`src/rtl/uart_pkg.sv`:
```
// uart_pkg: receiver/transmitter shared state encodings and default frame geometry.
// Rev 1.0
`default_nettype none
`timescale 1ns/1ps

package uart_pkg;

  localparam int OVERSAMPLE_DEF = 8;
  localparam int DATA_BITS_DEF  = 8;

  typedef enum logic [1:0] {
    S_IDLE  = 2'd0,
    S_START = 2'd1,
    S_DATA  = 2'd2,
    S_STOP  = 2'd3
  } uart_state_t;

endpackage

`default_nettype wire

```
`src/rtl/sync_2ff.sv`:
```
// sync_2ff: two-flop synchronizer for a single asynchronous input, reset value selectable.
// Rev 1.0
`default_nettype none
`timescale 1ns/1ps

module sync_2ff #(
  parameter logic RESET_VAL = 1'b1
) (
  input  logic clk,
  input  logic rst,
  input  logic d,
  output logic q
);

  logic meta;

  always_ff @(posedge clk or posedge rst) begin
    if (rst) begin
      meta <= RESET_VAL;
      q    <= RESET_VAL;
    end else begin
      meta <= d;
      q    <= meta;
    end
  end

endmodule

`default_nettype wire

```
`src/rtl/uart_rx.sv`:
```
// uart_rx: 8N1 oversampling UART receiver; mid-bit sampling, done / framing-error pulses.
// Rev 1.0
`default_nettype none
`timescale 1ns/1ps

module uart_rx
  import uart_pkg::*;
#(
  parameter int OVERSAMPLE = OVERSAMPLE_DEF,
  parameter int DATA_BITS  = DATA_BITS_DEF
) (
  input  logic                 clk,
  input  logic                 rst,
  input  logic                 baud_tick,
  input  logic                 rx,
  output logic [DATA_BITS-1:0] o_rx_data,
  output logic                 o_rx_done,
  output logic                 o_rx_busy,
  output logic                 o_frame_err
);

  localparam int BW = $clog2(OVERSAMPLE);
  localparam int CW = (DATA_BITS > 1) ? $clog2(DATA_BITS) : 1;
  localparam logic [BW-1:0] B_HALF = BW'(OVERSAMPLE / 2 - 1);
  localparam logic [BW-1:0] B_LAST = BW'(OVERSAMPLE - 1);
  localparam logic [CW-1:0] C_LAST = CW'(DATA_BITS - 1);

  uart_state_t          state, state_nxt;
  logic [BW-1:0]        b_cnt, b_cnt_nxt;
  logic [CW-1:0]        bit_cnt, bit_cnt_nxt;
  logic [DATA_BITS-1:0] sh, sh_nxt;
  logic [DATA_BITS-1:0] data_nxt;
  logic                 rx_s, rx_s_d, fall;
  logic                 stop_hit, done_nxt, err_nxt, busy_nxt;

  sync_2ff #(.RESET_VAL(1'b1)) u_sync (
    .clk (clk),
    .rst (rst),
    .d   (rx),
    .q   (rx_s)
  );

  always_ff @(posedge clk or posedge rst) begin
    if (rst) rx_s_d <= 1'b1;
    else     rx_s_d <= rx_s;
  end

  assign fall = rx_s_d & ~rx_s;

  always_ff @(posedge clk or posedge rst) begin
    if (rst) begin
      state       <= S_IDLE;
      b_cnt       <= '0;
      bit_cnt     <= '0;
      sh          <= '0;
      o_rx_data   <= '0;
      o_rx_done   <= 1'b0;
      o_rx_busy   <= 1'b0;
      o_frame_err <= 1'b0;
    end else begin
      state       <= state_nxt;
      b_cnt       <= b_cnt_nxt;
      bit_cnt     <= bit_cnt_nxt;
      sh          <= sh_nxt;
      o_rx_data   <= data_nxt;
      o_rx_done   <= done_nxt;
      o_rx_busy   <= busy_nxt;
      o_frame_err <= err_nxt;
    end
  end

  // The start-edge is taken on any clk; a coincident baud_tick is deliberately ignored.
  always_comb begin
    state_nxt   = state;
    b_cnt_nxt   = b_cnt;
    bit_cnt_nxt = bit_cnt;
    sh_nxt      = sh;
    stop_hit    = 1'b0;
    unique case (state)
      S_IDLE: begin
        b_cnt_nxt   = '0;
        bit_cnt_nxt = '0;
        if (fall) state_nxt = S_START;
      end
      S_START: begin
        if (baud_tick) begin
          if (b_cnt == B_HALF) begin
            b_cnt_nxt = '0;
            state_nxt = rx_s ? S_IDLE : S_DATA;
          end else begin
            b_cnt_nxt = b_cnt + 1'b1;
          end
        end
      end
      S_DATA: begin
        if (baud_tick) begin
          if (b_cnt == B_LAST) begin
            b_cnt_nxt = '0;
            sh_nxt    = {rx_s, sh[DATA_BITS-1:1]};
            if (bit_cnt == C_LAST) begin
              bit_cnt_nxt = '0;
              state_nxt   = S_STOP;
            end else begin
              bit_cnt_nxt = bit_cnt + 1'b1;
            end
          end else begin
            b_cnt_nxt = b_cnt + 1'b1;
          end
        end
      end
      S_STOP: begin
        if (baud_tick) begin
          if (b_cnt == B_LAST) begin
            b_cnt_nxt = '0;
            state_nxt = S_IDLE;
            stop_hit  = 1'b1;
          end else begin
            b_cnt_nxt = b_cnt + 1'b1;
          end
        end
      end
      default: state_nxt = S_IDLE;
    endcase
  end

  always_comb begin
    done_nxt = stop_hit & rx_s;
    err_nxt  = stop_hit & ~rx_s;
    busy_nxt = (state_nxt != S_IDLE);
    data_nxt = done_nxt ? sh : o_rx_data;
  end

endmodule

`default_nettype wire

```
`config.mk`:
```
export PLATFORM = sky130hd
export DESIGN_NAME = uart_rx
export DESIGN_NICKNAME = d
export VERILOG_FILES = /design/src/rtl/uart_pkg.sv /design/src/rtl/sync_2ff.sv /design/src/rtl/uart_rx.sv
export SDC_FILE = /design/constraint.sdc
export NUM_CORES = 1
export LEC_CHECK = 0
export ABC_AREA = 1
export BUFFER_PORTS_ARGS = -buffer_cell sky130_fd_sc_hd__buf_2
export CAP_MARGIN = 0
export CORE_UTILIZATION = 54
export CTS_BUF_LIST = sky130_fd_sc_hd__clkbuf_16
export DETAILED_ROUTE_END_ITERATION = 6
export PLACE_DENSITY_LB_ADDON = 0.12
export SYNTH_ARGS = -nofsm -noshare
export SYNTH_HDL_FRONTEND = slang
export SYNTH_SLANG_ARGS = --single-unit
```
`constraint.sdc`:
```
create_clock -name clk -period 1.8 [get_ports clk]
set_input_delay 0.36 -clock clk [delete_from_list [all_inputs] [get_ports clk]]
set_output_delay 0.36 -clock clk [all_outputs]
set_load 0.02 [all_outputs]
```
# == Yosys cells after proc, flatten, opt, wreduce, memory -nomap -nowiden ==
# Cells that the tools add are included.
# Widths: inputs -> output; s select.
# totals
ff_bits,30
inputBits,4
out_inout_bits,11
# classes
n_addsub,2
n_eq_ne,10
n_mux,22
n_bitwise,4
reduce_logical,7
# ops
cell,count
$mux 3,7
$mux 2,9
$pmux 3 s3,1
$pmux 2 s4,1
$add 3x1->3 const B,2
$eq 3x3->1 const B,2
$ne 2x2->1 const B,3
$pmux 3 s2,1
$reduce_and 3->1,2
$eq 2x2->1 const B,2
$reduce_bool 2->1,2
$and 1x1->1,3
$eq 3x2->1 const B,1
$mux 1,3
$eq 2x1->1 const B,1
$logic_not 2->1,1
$ne 2x1->1 const B,1
$reduce_and 2->1,1
$reduce_or 2->1,1
$not 1->1,1

# == Logic depth before layout (Yosys ltp) ==
# logic_depth
depth_word,6
ltp_mapped,7
mapped_depth_nobuf,7

# == Hierarchy ==
# Synthesis repeated with hierarchy kept, for this count alone.
# hier_totals
cells_unflattened,146
area_unflattened_um2,1376.3
# by_module_without_submodules
mod,instances,cells_per_inst,area_each_um2,seq_area_each_um2
uart_rx,1,143,1320.0,701.9
sync_2ff,1,3,56.3,52.6

# == Worst setup path after synthesis ==
# OpenSTA, ideal clock, no wires.
# synth_timing
kind,reg2reg
startpoint,reg b_cnt[0]
endpoint,reg sh[2]
setup_time_ps,126
t_arrival_ps,1259
t_required_ps,1674
path_slack_ps,415
path_stages_with_launch,8
cell_sequence,dfrtp_1 > ha_1 > ha_1 > nand2_1 > nor2_4 > buf_6 > nand2_1 > o21ai_0
# synth_via
elab_chain_len,2
# synth_lines
item,line,rtl
"start, declared",uart_rx.sv:29,"logic [BW-1:0] b_cnt, b_cnt_nxt;"
"start signal, assigned",uart_rx.sv:62,b_cnt <= b_cnt_nxt;
$eq 3x3->1,uart_rx.sv:97,if (b_cnt == B_LAST) begin
$reduce_and 3->1 (no source line),-,
"end signal, assigned",uart_rx.sv:64,sh <= sh_nxt;
"end, declared",uart_rx.sv:31,"logic [DATA_BITS-1:0] sh, sh_nxt;"
# Every way passes these cells.
# A chain may end at the register's enable or synchronous reset.

# == Worst setup path in the final report ==
# layout_timing
startpoint,reg b_cnt[0]
endpoint,reg sh[7]
# Same word-level chain as after synthesis.

==> results.ini <==
[detailed_routing]
vias_per_cell = 4.96
drt_iter0_markers = 19
via_count = 958
wl_um = 2380
antenna_left = 0
wl_per_cell_um = 12.3
dr.pass1.iters = 4
drc = 0

[yosys]
ys_types = 19
synth.ff_latch_count = 30
synthFlopType = dfrtp_1
synth.net_count = 156
async_flop_share_pct = 100
avgSynthCellArea_um2 = 9.47
synth-edff-count = 0
syn_inst = 145
yosysWarnings = 0
ys_seq_area_share_pct = 55.0
netlist_area_um2 = 1370

[cts]
clk_pin_slew_ps = 50
cts_buffers = 5
clockBufferDepth = 2
cts-resized-gates = 0
cts_hold_buf = 0
clock_sinks = 30
cts_root_buf = clkbuf_16
post-cts-setup-buffers = 0
ctsHtreeMaxLevel = 2
clkLatencyLatePin_ps = 270
cts_tree = done

[power]
peakVddDrop_mv = 1.22
seqPwrFrac_pct = 41.0
p_comb_share_pct = 27.6
powerDensity_nw_per_um2 = 1560
p_sw_mw = 0.850
power_leakage_nw = 0.848
clkPwrFrac_pct = 31.4
swShare_pct = 34.2
p_int_mw = 1.64

[layout]
fillCellCount = 187
stdcell_count = 193
syn_to_final_growth_pct = 16.3
antenna_cells = 0
final_area_um2 = 1600
nets = 175
final_layout_size_suffix_gt1_share_pct = 24.2

[place]
placed_cell_area_um2 = 1460
numPortBuffers = 14
dp_hpwl_um = 1540
globalplace.congestion = 0.801
pre_cts_ws_ps = 265
dp.cells = 185

[grt]
use_met1_pct = 26.2
antenna_found_initial = 0
use_met3_pct = 6.09
grt_pass1_wl_um = 4050
grt_pass1_vias = 926
busiest_layer = met2
grt_max_degree = 31
overflow = 0
met2_usage_pct = 34.4
grt_util_all_layers_pct = 21.0

[min_path]
hp-class = input pin to asynchronous set/reset pin

[run]
cap_violations = 0

[floorplan]
coreArea_um2 = 2300
initial_core_util_pct = 59.7
die_area_um2 = 2750
die_w_um = 52.4
pin_count = 15
dieHeight_um = 52.4
num_rows = 17

[sta]
period_share_pct = 86.9
clock_skew_ps = 8.00
rsz0062_at_grt = no
max_freq_ghz = 0.639
min_period_ps = 1560
setup_tns_ps = 0
relSlewSlack_pct = 75.2
maxSlewViolCount = 0
worstMarginPinSlew_ps = 372
layout_setup_ws_ps = 235
final_hold_viol_count = 0
setup_viol = 0

[setup_path]
critPathLaunchType = flop
cp_data_arrival_time_ps = 1690
cp.required_ps = 1930
r2r-start = b_cnt[0]$_DFFE_PP0P_
crit_start = b_cnt[0]$_DFFE_PP0P_
cp-end-kind = flop
worstPathMaxFanout = 16
path_class = flop to flop

[status]
outcome = completed

==> placed cells by master (no fill, tap or decap) <==
cell / count
nand2_1: 37
dfrtp_1: 27
inv_1: 22
buf_2: 14
o21ai_0: 12
nand3_1: 9
o21ai_2: 7
ha_1: 7
nor2_1: 6
clkbuf_16: 5
nand2_2: 4
dfstp_2: 3
nor3_1: 2
nor2_4: 1
inv_2: 1
nand4_4: 1
or2_2: 1
o31ai_1: 1
a21oi_1: 1
clkinvlp_4: 1
clkinv_2: 1
clkinv_1: 1
buf_4: 1
==> power groups by stage <==
stage / clock, mW / sequential (mW) / combinational [mW]
2_1_floorplan: 0 / 1.07 / 0.459
6_report: 0.782 / 1.02 / 0.685
3_5_place_dp: 0 / 1.02 / 0.677
3_3_place_gp: 0 / 1.02 / 0.654
5_1_grt: 0.816 / 1.05 / 0.799
4_1_cts: 0.790 / 1.02 / 0.692
==> layout make-up <==
cell class | count | area, um^2 | share of cell area [%]
Inverter | 23 | 86.3 | 5.41
Timing Repair Buffer | 15 | 77.6 | 4.86
Clock buffer | 5 | 125 | 7.84
Multi-Input combinational cell | 89 | 502 | 31.4
Tap cell | 28 | 35.0 | 2.19
Clock inverter | 3 | 16.3 | 1.02
Sequential cell | 30 | 754 | 47.3
==> cell families after synthesis <==
kind of cell	synth area share [%]
AO/OA/AOI/OAI	9.75
adder cells (fa/ha/maj)	6.38
buffers and inverters	8.48
flip-flops	55.0
AND/OR/NAND/NOR	20.4
==> flip-flops by register name (all words and copies together), names as in the netlist <==
name / cells
state: 2
bit_cnt: 3
sh: 8
b_cnt: 3
o_rx_busy: 1
o_frame_err: 1
u_sync.meta: 1
o_rx_data: 8
rx_s_d: 1
o_rx_done: 1
u_sync.q: 1
==> metrics by stage <==
step                      utilization, %  hold WS (ps)  power (mW)
after floorplan                        -           345        1.53
after global placement              63.3           348        1.67
after detailed placement            63.3           349        1.70
after CTS                           69.5           169        2.50
after global routing                69.5           184        2.66
final                               69.5           159        2.49
==> layer usage <==
layer,part of all wire (%),vias to the layer above
met2,49,20
li1,-,491
met3,3.1,2
met4,0.55,0
met1,47,445
met5,0,-
==> Yosys cell counts (2+ instances only) <==
cell     instances  area share, %
nand2_1         37             10
nor3_1           2           0.73
o21ai_2          7            4.5
dfrtp_1         27             49
dfstp_2          3            5.7
nor2_1           6            1.6
inv_1           22            6.0
o21ai_0         12            4.4
nand2_2          4            1.8
buf_6            2            1.6
nand3_1          9            3.3
ha_1             7            6.4
==> critical path, cell delays in order, from the launching register on <==
cell	delay, ps
dfrtp_1	340
ha_1	250
ha_1	240
nand2_1	140
nor2_4	300
o21ai_0	160
==> worst paths after layout <==
path,cells after the start,end,slack (ps)
worst max-delay path,5,sh[7]$_DFFE_PP0P_,240
worst min-delay path,3,o_rx_data[0]$_DFFE_PP0P_,160
worst max register to register,5,sh[7]$_DFFE_PP0P_,240
worst min register to register,0,u_sync.q$_DFF_PP1_,360
max in group asynchronous,3,u_sync.q$_DFF_PP1_,1320
min in group clk,1,u_sync.meta$_DFF_PP1_,190
(Power assumes the default switching activity.)
